===== src/rtl/piano_pkg.sv =====
// Shared definitions for the keyboard note-message receiver.
//   MSG_ON_BIT : bit of a note message that selects note-on (1) / note-off (0)
//   NOTE_W     : width of a MIDI note number
//   note_t     : MIDI note number type
//   state_t    : voice allocator FSM states
package piano_pkg;

  localparam int MSG_ON_BIT = 7;
  localparam int NOTE_W     = 7;

  typedef logic [NOTE_W-1:0] note_t;

  typedef enum logic [1:0] {
    ST_IDLE   = 2'd0,
    ST_SCAN   = 2'd1,
    ST_COMMIT = 2'd2
  } state_t;

endpackage


===== src/rtl/msg_sync_edge.sv =====
// Strobe receiver front end: brings an asynchronous strobe into the clk domain
// through a SYNC_STAGES flop chain, then flags each rising edge with a
// registered one-cycle pulse.
// Ports:
//   clk  : system clock
//   rst  : asynchronous reset, active-high
//   din  : asynchronous strobe input
//   rise : one-cycle pulse, registered, after each synchronized 0->1 transition
module msg_sync_edge #(
  parameter int SYNC_STAGES = 2
) (
  input  logic clk,
  input  logic rst,
  input  logic din,
  output logic rise
);

  logic [SYNC_STAGES-1:0] sync;
  logic                   hist;

  always_ff @(posedge clk or posedge rst) begin
    if (rst) begin
      sync <= '0;
      hist <= 1'b0;
      rise <= 1'b0;
    end else begin
      sync <= {sync[SYNC_STAGES-2:0], din};
      hist <= sync[SYNC_STAGES-1];
      rise <= sync[SYNC_STAGES-1] & ~hist;
    end
  end

endmodule


===== src/rtl/note_voice_alloc.sv =====
// Receiving end of the keyboard note-message link. Captures each note message
// after its strobe has been synchronized, then maps note-on/note-off messages
// onto NUM_VOICES polyphonic voice slots (retrigger, free slot, or steal oldest).
// Ports:
//   clk          : system clock
//   rst          : asynchronous reset, active-high
//   clk_msg      : message strobe, asynchronous, rising edge = new message
//   msg          : bit7 1=note-on/0=note-off, bits6:0 MIDI note
//   all_off      : synchronous panic, releases every voice
//   voice_active : bit v set while voice v is sounding
//   voice_note   : note of voice v at [7v+6:7v]
//   evt_valid    : one-cycle pulse, a voice changed
//   evt_voice    : voice index qualified by evt_valid
//   evt_on       : 1 = voice started/retriggered, 0 = released
//   overflow     : sticky, a message was lost while busy
module note_voice_alloc
  import piano_pkg::*;
#(
  parameter  int NUM_VOICES  = 4,
  parameter  int AGE_W       = 4,
  parameter  int SYNC_STAGES = 2,
  localparam int VIDX_W      = $clog2(NUM_VOICES)
) (
  input  logic                         clk,
  input  logic                         rst,
  input  logic                         clk_msg,
  input  logic [7:0]                   msg,
  input  logic                         all_off,
  output logic [NUM_VOICES-1:0]        voice_active,
  output logic [NOTE_W*NUM_VOICES-1:0] voice_note,
  output logic                         evt_valid,
  output logic [VIDX_W-1:0]            evt_voice,
  output logic                         evt_on,
  output logic                         overflow
);

  function automatic logic [AGE_W-1:0] sat_inc(input logic [AGE_W-1:0] a);
    return (&a) ? a : a + 1'b1;
  endfunction

  state_t            state, state_nx;
  logic              rise;
  logic [7:0]        msg_q, pend_msg;
  logic              pend_vld;
  logic              take;
  logic [7:0]        take_msg;

  logic [VIDX_W-1:0] scan_idx;
  logic              scan_last;
  logic              match_vld, free_vld, old_vld;
  logic [VIDX_W-1:0] match_idx, free_idx, old_idx, tgt;
  logic [AGE_W-1:0]  old_age;

  note_t             note_r [NUM_VOICES];
  logic [AGE_W-1:0]  age_r  [NUM_VOICES];

  logic              cur_act;
  note_t             cur_note;
  logic [AGE_W-1:0]  cur_age;

  logic              evt_vld_p0, evt_on_p0;
  logic [VIDX_W-1:0] evt_voice_p0;

  msg_sync_edge #(.SYNC_STAGES(SYNC_STAGES)) u_sync (
    .clk  (clk),
    .rst  (rst),
    .din  (clk_msg),
    .rise (rise)
  );

  for (genvar g = 0; g < NUM_VOICES; g++) begin : g_note_out
    assign voice_note[NOTE_W*g +: NOTE_W] = note_r[g];
  end

  // A held message always goes first so arrival order is preserved.
  assign take      = (state == ST_IDLE) && (pend_vld || rise);
  assign take_msg  = pend_vld ? pend_msg : msg;
  assign scan_last = (scan_idx == VIDX_W'(NUM_VOICES - 1));
  assign cur_act   = voice_active[scan_idx];
  assign cur_note  = note_r[scan_idx];
  assign cur_age   = age_r[scan_idx];

  always_comb begin
    tgt = old_idx;
    if (match_vld)     tgt = match_idx;
    else if (free_vld) tgt = free_idx;
  end

  always_ff @(posedge clk or posedge rst) begin
    if (rst) state <= ST_IDLE;
    else     state <= state_nx;
  end

  always_comb begin
    state_nx = state;
    case (state)
      ST_IDLE:   if (pend_vld || rise) state_nx = ST_SCAN;
      ST_SCAN:   if (scan_last)        state_nx = ST_COMMIT;
      ST_COMMIT:                       state_nx = ST_IDLE;
      default:                         state_nx = ST_IDLE;
    endcase
    if (all_off) state_nx = ST_IDLE;
  end

  // Pending slot: one message may wait while the allocator is busy.
  always_ff @(posedge clk or posedge rst) begin
    if (rst) begin
      pend_vld <= 1'b0;
      pend_msg <= '0;
      overflow <= 1'b0;
    end else if (all_off) begin
      pend_vld <= 1'b0;
    end else if (state == ST_IDLE) begin
      // Pending is consumed now; a simultaneous rise refills the freed slot.
      if (pend_vld) pend_vld <= rise;
      if (pend_vld && rise) pend_msg <= msg;
    end else if (rise) begin
      if (!pend_vld) begin
        pend_msg <= msg;
        pend_vld <= 1'b1;
      end else begin
        overflow <= 1'b1;
      end
    end
  end

  always_ff @(posedge clk or posedge rst) begin
    if (rst) begin
      msg_q        <= '0;
      scan_idx     <= '0;
      match_vld    <= 1'b0;
      free_vld     <= 1'b0;
      old_vld      <= 1'b0;
      match_idx    <= '0;
      free_idx     <= '0;
      old_idx      <= '0;
      old_age      <= '0;
      voice_active <= '0;
      for (int v = 0; v < NUM_VOICES; v++) begin
        note_r[v] <= '0;
        age_r[v]  <= '0;
      end
      evt_vld_p0   <= 1'b0;
      evt_on_p0    <= 1'b0;
      evt_voice_p0 <= '0;
      evt_valid    <= 1'b0;
      evt_on       <= 1'b0;
      evt_voice    <= '0;
    end else begin
      // Stage p0 -> output: event is presented the cycle after the voices update.
      evt_valid  <= evt_vld_p0 & ~all_off;
      evt_on     <= evt_on_p0;
      evt_voice  <= evt_voice_p0;
      evt_vld_p0 <= 1'b0;

      if (all_off) begin
        voice_active <= '0;
        for (int v = 0; v < NUM_VOICES; v++) age_r[v] <= '0;
      end else begin
        case (state)
          ST_IDLE: begin
            if (take) begin
              msg_q     <= take_msg;
              scan_idx  <= '0;
              match_vld <= 1'b0;
              free_vld  <= 1'b0;
              old_vld   <= 1'b0;
            end
          end
          ST_SCAN: begin
            if (cur_act && !match_vld && (cur_note == msg_q[NOTE_W-1:0])) begin
              match_vld <= 1'b1;
              match_idx <= scan_idx;
            end
            if (!cur_act && !free_vld) begin
              free_vld <= 1'b1;
              free_idx <= scan_idx;
            end
            // Strict compare keeps the lowest index on equal ages.
            if (cur_act && (!old_vld || (cur_age > old_age))) begin
              old_vld <= 1'b1;
              old_idx <= scan_idx;
              old_age <= cur_age;
            end
            scan_idx <= scan_idx + 1'b1;
          end
          ST_COMMIT: begin
            if (msg_q[MSG_ON_BIT]) begin
              for (int v = 0; v < NUM_VOICES; v++) begin
                if (VIDX_W'(v) == tgt) begin
                  note_r[v]       <= msg_q[NOTE_W-1:0];
                  voice_active[v] <= 1'b1;
                  age_r[v]        <= '0;
                end else if (voice_active[v]) begin
                  age_r[v] <= sat_inc(age_r[v]);
                end
              end
              evt_vld_p0   <= 1'b1;
              evt_on_p0    <= 1'b1;
              evt_voice_p0 <= tgt;
            end else if (match_vld) begin
              voice_active[match_idx] <= 1'b0;
              age_r[match_idx]        <= '0;
              evt_vld_p0              <= 1'b1;
              evt_on_p0               <= 1'b0;
              evt_voice_p0            <= match_idx;
            end
          end
          default: ;
        endcase
      end
    end
  end

endmodule


===== config.mk =====
export PLATFORM = sky130hd
export DESIGN_NAME = note_voice_alloc
export DESIGN_NICKNAME = d
export VERILOG_FILES = /design/src/rtl/piano_pkg.sv /design/src/rtl/msg_sync_edge.sv /design/src/rtl/note_voice_alloc.sv
export SDC_FILE = /design/constraint.sdc
export NUM_CORES = 1
export LEC_CHECK = 0
export CAP_MARGIN = 20
export CELL_PAD_IN_SITES_DETAIL_PLACEMENT = 0
export CELL_PAD_IN_SITES_GLOBAL_PLACEMENT = 2
export CORE_MARGIN = 2
export CORE_UTILIZATION = 38
export DETAILED_ROUTE_END_ITERATION = 10
export GPL_TIMING_DRIVEN = 0
export PLACE_DENSITY = 0.81
export SKIP_LAST_GASP = 1
export SLEW_MARGIN = 25
export SYNTH_ARGS = -nofsm -noshare
export SYNTH_HDL_FRONTEND = slang
export SYNTH_SLANG_ARGS = --single-unit
export TNS_END_PERCENT = 1

===== constraint.sdc =====
create_clock -name clk -period 4.5 [get_ports clk]
set_clock_uncertainty 0.15 [all_clocks]
set_input_delay 0.9 -clock clk [delete_from_list [all_inputs] [get_ports clk]]
set_output_delay 0.9 -clock clk [all_outputs]
set_load 0.05 [all_outputs]

After elaboration in Yosys (flattened, before gate mapping)
Index checks and enable logic that the tools add are counted.
{"block": "word_totals", "regBits": 95, "latch_bits": 0, "ram_bits": 0, "romBits": 0, "input_bits": 12, "wordCells": 200, "n_memories": 0}
{"block": "op_classes", "addsub": 5, "multipliers": 0, "div_mod_pow": 0, "magnitude_cmp": 7, "eq_ne": 26, "shifts": 0, "muxes": 67, "bitwise_logic": 11, "n_reduce_logical": 50}
{"cell": "4-bit 2-to-1 mux", "count": 19}
{"cell": "16-bit 2-to-1 mux", "count": 4}
{"cell": "4-bit AND reduction", "count": 16}
{"cell": "3-bit AND reduction", "count": 11}
{"cell": "8-bit 2-to-1 mux", "count": 4}
{"cell": "1-bit 2-to-1 mux", "count": 20}
{"cell": "4-bit by 1-bit adder with 4-bit output (second input constant)", "count": 4}
{"cell": "16-bit bitwise AND", "count": 1}
{"cell": "2-bit 2-to-1 mux", "count": 8}
{"cell": "4-bit by 3-bit != test with 1-bit output (second input constant)", "count": 4}
{"cell": "4-bit != test (second input constant)", "count": 4}
{"cell": "16-bit NOT", "count": 1}
{"cell": "3-bit by 2-bit != test with 1-bit output (second input constant)", "count": 5}
{"cell": "7-bit binary-select mux with 2-bit select", "count": 1}
{"cell": "7-bit 2-to-1 mux", "count": 2}
{"cell": "4-bit binary-select mux with 2-bit select", "count": 1}
{"cell": "4-bit demux with 2-bit select", "count": 1}
{"cell": "1-bit logical AND", "count": 8}
{"cell": "2-bit != test (second input constant)", "count": 4}
{"cell": "2-bit case mux with 2 select lines", "count": 2}
{"cell": "2-bit nonzero test", "count": 4}
{"cell": "7-bit == test", "count": 1}
{"cell": "3-bit >= comparator (second input constant)", "count": 2}
{"cell": "2-bit by 3-bit less-than comparator with 1-bit output (second input constant)", "count": 2}
{"cell": "other kinds (23)", "count": 37}

Logic depth before layout (Yosys ltp)
{"block": "logic_depth", "ltp_word": 11, "mapped_depth": 11, "depth_no_buf": 9}

By module
From an unflattened synthesis, not the netlist that was laid out.
{"block": "unflattened", "cells_unflattened": 413, "area_unflattened_um2": 4662.0}
{"mod": "note_voice_alloc", "instances": 1, "cells_each": 407, "area_per_inst_um2": 4544.4}
{"mod": "msg_sync_edge", "instances": 1, "cells_each": 6, "area_per_inst_um2": 117.6}

Least setup slack after synthesis
OpenSTA, ideal clock, no wires.
{"block": "synth_timing", "path_kind": "register -> register", "start": "register scan_idx[0]", "end": "register old_age[0]", "setup_time_ns": 0.125, "arrival_time_ns": 2.583, "slack_ns": 1.642, "stages_incl_launch_ff": 11, "period_less_slack_ns": 2.858, "path_cell_list": "dfrtp_1 > buf_6 > buf_4 > mux4_2 > ha_1 > nor2b_1 > o21a_1 > o21a_1 > o21ai_0 > a21oi_1 > mux2_2"}
{"block": "synth_via", "elab_chain_len": 8}
{"element": "start: declaration", "line_no": "note_voice_alloc.sv:48", "source": "logic [VIDX_W-1:0] scan_idx;"}
{"element": "start signal: assignment", "line_no": "note_voice_alloc.sv:185", "source": "scan_idx <= scan_idx + 1'b1;"}
{"element": "2-bit NOT with 3-bit output (not written as such)", "line_no": "note_voice_alloc.sv:81", "source": "assign cur_age = age_r[scan_idx];"}
{"element": "4-bit binary-select mux with 2-bit select", "line_no": "note_voice_alloc.sv:81"}
{"element": "4-bit 2-to-1 mux (not written as such) (2 in a row)", "line_no": "note_voice_alloc.sv:81"}
{"element": "via cur_age[1]", "line_no": "note_voice_alloc.sv:59", "source": "logic [AGE_W-1:0] cur_age;"}
{"element": "4-bit greater-than comparator", "line_no": "note_voice_alloc.sv:180", "source": "if (cur_act && (!old_vld || (cur_age > old_age))) begin"}
{"element": "1-bit logical OR", "line_no": "note_voice_alloc.sv:180"}
{"element": "1-bit logical AND", "line_no": "note_voice_alloc.sv:180"}
{"element": "3-bit AND reduction (no line)"}
{"element": "end signal: assignment", "line_no": "note_voice_alloc.sv:183", "source": "old_age <= cur_age;"}
{"element": "end: declaration", "line_no": "note_voice_alloc.sv:52", "source": "logic [AGE_W-1:0] old_age;"}
The timed path passes the listed nets, and every way through them passes these cells. The select of a mux whose other input is x is not followed.
A chain may end at the register's enable or synchronous reset.

Worst setup path after layout
Ends and elaborated chain as after synthesis.

==> out/qor.csv <==
metric,value,unit
critical_path.most_common_cell,sky130_fd_sc_hd__o21a_1,
clk_latency,0.36,ns
grt_overflow_total,0,
path_cells,buf_6 > buf_4 > mux4_2 > ha_1 > nor2b_1 > o21a_1 > o21a_1 > o21ai_0 > a21oi_1 > mux2_2,
fillerInstances,1111,
power.net_switching,0.000754,W
rsz_0062_raised_after_global_routing,no,
grtUsageMet1,0.233,
asyncSetResetFlopFracSynth,1.00,
post_synth.cell_area_avg,11.5,µm²
post-route-min-period,3.25,ns
rr_startpoint,scan_idx[0],
floorplan.initialDensity,0.388,
vias_per_cell,5.37,
comb_power_share,0.232,
synthTopCellsByCount,"95 x sky130_fd_sc_hd__dfrtp_1, 44 x sky130_fd_sc_hd__mux2_2, 34 x sky130_fd_sc_hd__nor2_1",
hold_viol_final,0,
seq_area_frac_synth,0.510,
yosys_warnings,0,
yosys_top_cell_area_share,0.510,
wire_length_of_the_first_global_routing_pass,18100,µm
floorplan.core_area,12000,µm²
ctsLongestPathBuffers,2,
postSynth.topFlopCell,sky130_fd_sc_hd__dfrtp_1,
floorplan.die_area,13200,µm²
synth.most_common_cell,sky130_fd_sc_hd__dfrtp_1,
worstHoldPathType,reg -> reg,
critPathLaunchType,flop,
share_seq_of_total_power,0.446,
worstReg2RegEnd,old_age[0],
pin_count,49,
max-slew-margin-rel,0.485,
synth.area.top_cells,"sky130_fd_sc_hd__dfrtp_1 51%, sky130_fd_sc_hd__mux2_2 11%, sky130_fd_sc_hd__mux2i_1 4.3%, sky130_fd_sc_hd__a21oi_1 3.3%, sky130_fd_sc_hd__mux4_2 2.9%",
clk_sink_count,95,
timing.critical_path.to,old_age[0],
clock_power_share,0.322,
worst_setup_path_startpoint,scan_idx[0],
critPathMaxFanout,10,
postRouteAntennaNets,0,
cts_buffers,9,
critPathRequiredTime,4.58,ns
synth_enable_flop_cells,0,
n_antenna_cell,0,
cell_internal_pwr,0.00158,W
synth_area_leader_cell,sky130_fd_sc_hd__dfrtp_1,
postRouteWirelength,10900,µm
number_of_violations_reported_at_the_end_of_detailed_routing_iteration_0,169,
design.final.nets,486,
htree_levels,3,
finalWeightedCongestion,0.806,
timing.reg2reg.setup_slack,1.25,ns
drive_above_1_share,0.183,
crit_path_end_kind,flop,
post-dp-hpwl,7830,µm
gr-usage-met3,0.0664,
drc,0,
p_leak,2.43,nW
status,"finished, final reports clean",
timing.setup.critical_path_class,reg -> reg,
maxSlewViolCount,0,
cts_setup_buffers,0,
number_of_global_route_vias_before_repair,3379,
gr-usage-met2,0.296,
antenna_found_initial,0,
fin_hold_ws,0.209,ns
first_pass_iters,5,
vias,3312,
clock_tree_from_tritoncts,yes,
critical-path-slowest-cell,sky130_fd_sc_hd__mux4_2,
postSynthCellCount,406,
cts_repair_resize_count,0,
max_freq,0.308,GHz
max_stage_delay,0.55,ns
maxCapViolations,0,
cts_hold_buffers,0,
power-per-cell-area,413,nW/µm²
area_overhead_of_the_layout_relative_to_synthesis,21.0,%
peakVddDrop,0.343,mV
post-route-period-util,0.722,
clk_pin_slew_worst_paths,0.07,ns
placement_rows,40,
worst_ep_arrival_time,3.33,ns
number_of_nets_produced_by_synthesis,427,
buffer_ports.inserted,47,
worst_pin_slew,0.766,ns
grt_start_max_net_pins,60,
die_height,115,µm
fin_setup_tns,0,ns
globalRouteTotalUtil,0.182,
worst-r2r-cell-count,10,
yosys.cell_types.count,47,
global_route.peak_usage_layer,met2,
synth_area,4660,µm²
drt-wirelength-per-cell,17.7,µm
chipWidth,115,µm
timing.final.setup_violations,0,
synth-seq-cells,95,
cts_root_buffer,sky130_fd_sc_hd__clkbuf_16,
net_sw_frac,0.324,
-- critical path: cells and delay by family, from the launching register on --
family / cells / cell delay [ns]
AOI/OAI and AO/OA: 4 / 0.79
adders and majority gates: 1 / 0.31
buffers and inverters: 2 / 0.40
DFF: 1 / 0.38
muxes: 2 / 0.95
and+or+nand+nor: 1 / 0.13
-- power by group through the flow --
stage | Sequential [W] | Combinational, W | Clock, W
floorplan | 0.00107 | 0.000368 | 0
global placement | 0.00105 | 0.000539 | 0
detailed placement | 0.00106 | 0.000551 | 0
CTS | 0.00104 | 0.000552 | 0.000774
global route | 0.00105 | 0.000605 | 0.000815
finish | 0.00104 | 0.000542 | 0.000750
-- routing by layer --
layer  wire (µm)  vias up
li1            -     1593
met5           0        -
met2        5420       72
met3         485        7
met1        4970     1640
met4          63        0
-- per-stage QoR --
| step | instances | utilization | setup WS (ns) | cell area (µm²) | total power, W |
|---|---|---|---|---|---|
| floorplan | 406 | - | 0.973 | 4660 | 0.00143 |
| global route | 617 | 0.470 | 1.02 | 5640 | 0.00247 |
| global placement | 600 | 0.443 | -0.593 | 5320 | 0.00159 |
| detailed placement | 601 | 0.445 | 1.20 | 5350 | 0.00161 |
| finish | 617 | 0.470 | 1.25 | 5640 | 0.00233 |
| CTS | 617 | 0.470 | 1.18 | 5640 | 0.00237 |
-- worst min-delay path by stage --
stage                         startpoint             end  slack, ns  depth (start not counted)
final                     u_sync.sync[0]  u_sync.sync[1]       0.21                          0
after global routing      u_sync.sync[0]  u_sync.sync[1]       0.22                          0
after CTS                 u_sync.sync[0]  u_sync.sync[1]       0.21                          0
after detailed placement  u_sync.sync[0]  u_sync.sync[1]       0.20                          0
after global placement    u_sync.sync[0]  u_sync.sync[1]       0.18                          0
after floorplan           u_sync.sync[0]  u_sync.sync[1]       0.18                          0
-- flip-flops by register name (all words and copies together) (netlist names), 4 cells and up --
register and flops:
age_r 16, voice_active 4, voice_note 28, msg_q 8
pend_msg 8, old_age 4
-- kinds of logic after synthesis --
logic type,after synthesis,share of synthesized area
adder cells (fa/ha/maj),9,0.0242
buffers and inverters,34,0.0328
multiplexers,74,0.198
XOR/XNOR,9,0.0169
flip-flops,95,0.510
AO/OA/AOI/OAI,88,0.111
AND/OR/NAND/NOR,97,0.107
-- cell usage in the layout (no fill, tap or decap), drive strengths merged, types with 3 or more instances in the layout --
cell	n
nand4	4
mux2	45
nand2	20
nor3	6
buf	9
a21oi	32
o31ai	3
mux4	9
ha	9
dfrtp	95
clkbuf	21
a31o	4
mux2i	20
a21o	7
clkdlybuf4s50	47
nor2	35
clkinv	4
xnor2	7
nand3	6
nor2b	8
o21a	5
a31oi	5
nand3b	3
nor3b	3
o21ai	25
or4	5
inv	16
-- area by class of cell --
cell class,instances,area [µm²],area share
Timing Repair Buffer,48,498,0.0883
Clock inverter,6,55.1,0.00976
Multi-Input combinational cell,277,2130,0.378
Inverter,15,61.3,0.0109
Sequential cell,95,2380,0.421
Tap cell,147,184,0.0326
Buffer,19,96.3,0.0171
Clock buffer,10,239,0.0424
(Power assumes the default switching activity.)
==> RTL change, RTL diff (same settings) <==
`SYNC_STAGES` is set to 2 in 2 places; all go to 4.
--- a/src/rtl/msg_sync_edge.sv
+++ b/src/rtl/msg_sync_edge.sv
@@ -7,7 +7,7 @@
 //   din  : asynchronous strobe input
 //   rise : one-cycle pulse, registered, after each synchronized 0->1 transition
 module msg_sync_edge #(
-  parameter int SYNC_STAGES = 2
+  parameter int SYNC_STAGES = 4
 ) (
   input  logic clk,
   input  logic rst,
--- a/src/rtl/note_voice_alloc.sv
+++ b/src/rtl/note_voice_alloc.sv
@@ -18,7 +18,7 @@
 #(
   parameter  int NUM_VOICES  = 4,
   parameter  int AGE_W       = 4,
-  parameter  int SYNC_STAGES = 2,
+  parameter  int SYNC_STAGES = 4,
   localparam int VIDX_W      = $clog2(NUM_VOICES)
 ) (
   input  logic                         clk,
Behaviour: not the same (Yosys sat finds a counterexample within 10 cycles, from zero or initial values and one cycle with rst high).
==> RTL change against the original RTL <==
Design area increased by 3.3%; critical path type unchanged; routed wire length increased by 2.0%; die area increased by 3.5%; fmax decreased by 3.9%; critical endpoint is now old_age[3]; setup slack got worse by 0.13 ns; sequential power about the same; largest power group unchanged; synthesized area increased by 3.6%; non-clock buffer count increased by 1; combinational power increased by 4.1%; power increased by 0.35%; sequential cell count increased by 2.
==> RTL change: results (changes against the original RTL) <==
[metrics] CTS root buffer: sky130_fd_sc_hd__clkbuf_16
[metrics] Static Leak: 2.513 nW (+3.5%)
[metrics] status: finished clean
[metrics] largest net degree at the start of global routing: 68 (+13%)
[metrics] count of routing violations after the opening detailed-route iteration: 159 (-5.9%)
[metrics] async set-or-reset flop fraction in the synthesized netlist: 100.0% (unchanged)
[metrics] wire length of the first global-routing pass: 17950 um (-0.99%)
[metrics] sequential fraction of the synthesis area: 50.27% (-0.73 points)
[metrics] maximum buffer depth of the clock tree: 2 (unchanged)
[metrics] post-route DRC violation count: 0 (unchanged)
[metrics] number of nets in the layout: 492 (+1.2%)
[metrics] cell types occupying the most area after synthesis: sky130_fd_sc_hd__dfrtp_1 (50%), sky130_fd_sc_hd__mux2_2 (11%), sky130_fd_sc_hd__mux2i_1 (4.1%)
[metrics] net count after synthesis: 433 (+1.4%)
[metrics] final HPWL from detailed placement: 7986 um (+1.9%)
[metrics] post-detailed-routing wire length: 11150 um (+2.0%)
[metrics] Max VDD drop: 0.2364 mV (-31%)
[metrics] clock transition at the register clock pins on the worst setup and hold paths after CTS: 0.07 ns (about the same)
[metrics] number of buffers added for setup after CTS: 0 (unchanged)
[metrics] routed via count: 3379 (+2.0%)
[metrics] worst max-slew margin expressed relative to the limit: 39.65% (-8.8 points)
[metrics] Placer Congestion: 0.7562 (-6.2%)
[metrics] antenna violations before repair: 0 (unchanged)
[metrics] Data arrival, critical path: 3.47 ns (+0.14 ns)
[metrics] post-route worst hold slack: 0.2075 ns (-0.001551 ns)
[metrics] length of the first detailed-routing pass in iterations: 4 (-1)
[metrics] global-route usage over all layers: 17.62% (-0.58 points)
[metrics] top post-synthesis cells by count: sky130_fd_sc_hd__dfrtp_1 (97), sky130_fd_sc_hd__mux2_2 (47), sky130_fd_sc_hd__o21ai_0 (29)
[metrics] worst setup slack for register-to-register paths: 1.12 ns (-0.13 ns)
[metrics] Hold WC Path Type: flip-flop to flip-flop
[metrics] Net Sw Power: 0.7512 mW (-0.41%)
[metrics] I/O Buffers: 47 (unchanged)
[metrics] layout cells sized above 1: 19.12% (+0.82 points)
[metrics] number of global-route vias before repair: 3457 (+2.3%)
[metrics] count of different cell masters after synthesis: 50 (+6.4%)
## RTL change: stage by stage
step           instance area, um2  worst slack [ns]  instances  utilization [%]  total power [mW]
2_1_floorplan                4828            0.9163        412                -             1.462
3_3_place_gp                 5514           -0.6489        631            44.05             1.615
3_5_place_dp                 5547             1.106        632            44.31             1.632
4_1_cts                      5826             1.090        648            46.54             2.372
5_1_grt                      5826            0.9157        648            46.54             2.464
6_report                     5826             1.119        648            46.54             2.338
## RTL change: worst max-delay path: stages, from the launching register on
cell and delay, ns:
sky130_fd_sc_hd__dfrtp_1 0.37, sky130_fd_sc_hd__buf_6 0.14, sky130_fd_sc_hd__buf_12 0.14, sky130_fd_sc_hd__clkbuf_8 0.20, sky130_fd_sc_hd__mux4_2 0.54, sky130_fd_sc_hd__ha_1 0.31
sky130_fd_sc_hd__nor2b_1 0.13, sky130_fd_sc_hd__o21a_1 0.11, sky130_fd_sc_hd__o21a_1 0.10, sky130_fd_sc_hd__o21ai_0 0.10, sky130_fd_sc_hd__a21oi_1 0.56, sky130_fd_sc_hd__mux2_2 0.40
## RTL change: worst paths after layout
kind / from / to / cells past startpoint
max: scan_idx[1] / old_age[3] / 11
min: u_sync.sync[2] / u_sync.sync[3] / 0
max reg2reg: scan_idx[1] / old_age[3] / 11
min reg2reg: u_sync.sync[2] / u_sync.sync[3] / 0
max in group asynchronous: rst / voice_note[17] / 3
min in group asynchronous: rst / u_sync.sync[1] / 2
## RTL change: layout make-up
type / count / area, um2
Multi-Input combinational cell: 283 / 2195
Inverter: 12 / 50.05
Sequential cell: 97 / 2427
Clock inverter: 6 / 50.05
Timing Repair Buffer: 48 / 498.0
Buffer: 20 / 161.4
Tap cell: 172 / 215.2
Fill cell: 1204 / 6691
Clock buffer: 10 / 229.0
## RTL change: kinds of logic (layout without fill, tap and decap cells)
group,count (synthesis),count (layout),share of synthesized area [%]
simple gates,98,98,10.62
flops,97,97,50.27
compound gates,91,91,11.43
mux,77,77,19.46
buf+inv,32,96,4.276
fa+ha+maj,9,9,2.332
xor+xnor,8,8,1.607
## RTL change: power by group through the flow
| stage | logic (mW) | clock network (mW) | registers [mW] |
|---|---|---|---|
| 2_1_floorplan | 0.401 | 0 | 1.06 |
| 3_3_place_gp | 0.558 | 0 | 1.06 |
| 3_5_place_dp | 0.571 | 0 | 1.06 |
| 4_1_cts | 0.572 | 0.756 | 1.04 |
| 5_1_grt | 0.625 | 0.785 | 1.05 |
| 6_report | 0.564 | 0.731 | 1.04 |
## RTL change: per-layer routing
metal	GRT usage, %	wire length, um
met5	0	0
met4	6.431	190
met3	3.269	359
met2	29.44	5550
met1	22.94	5052
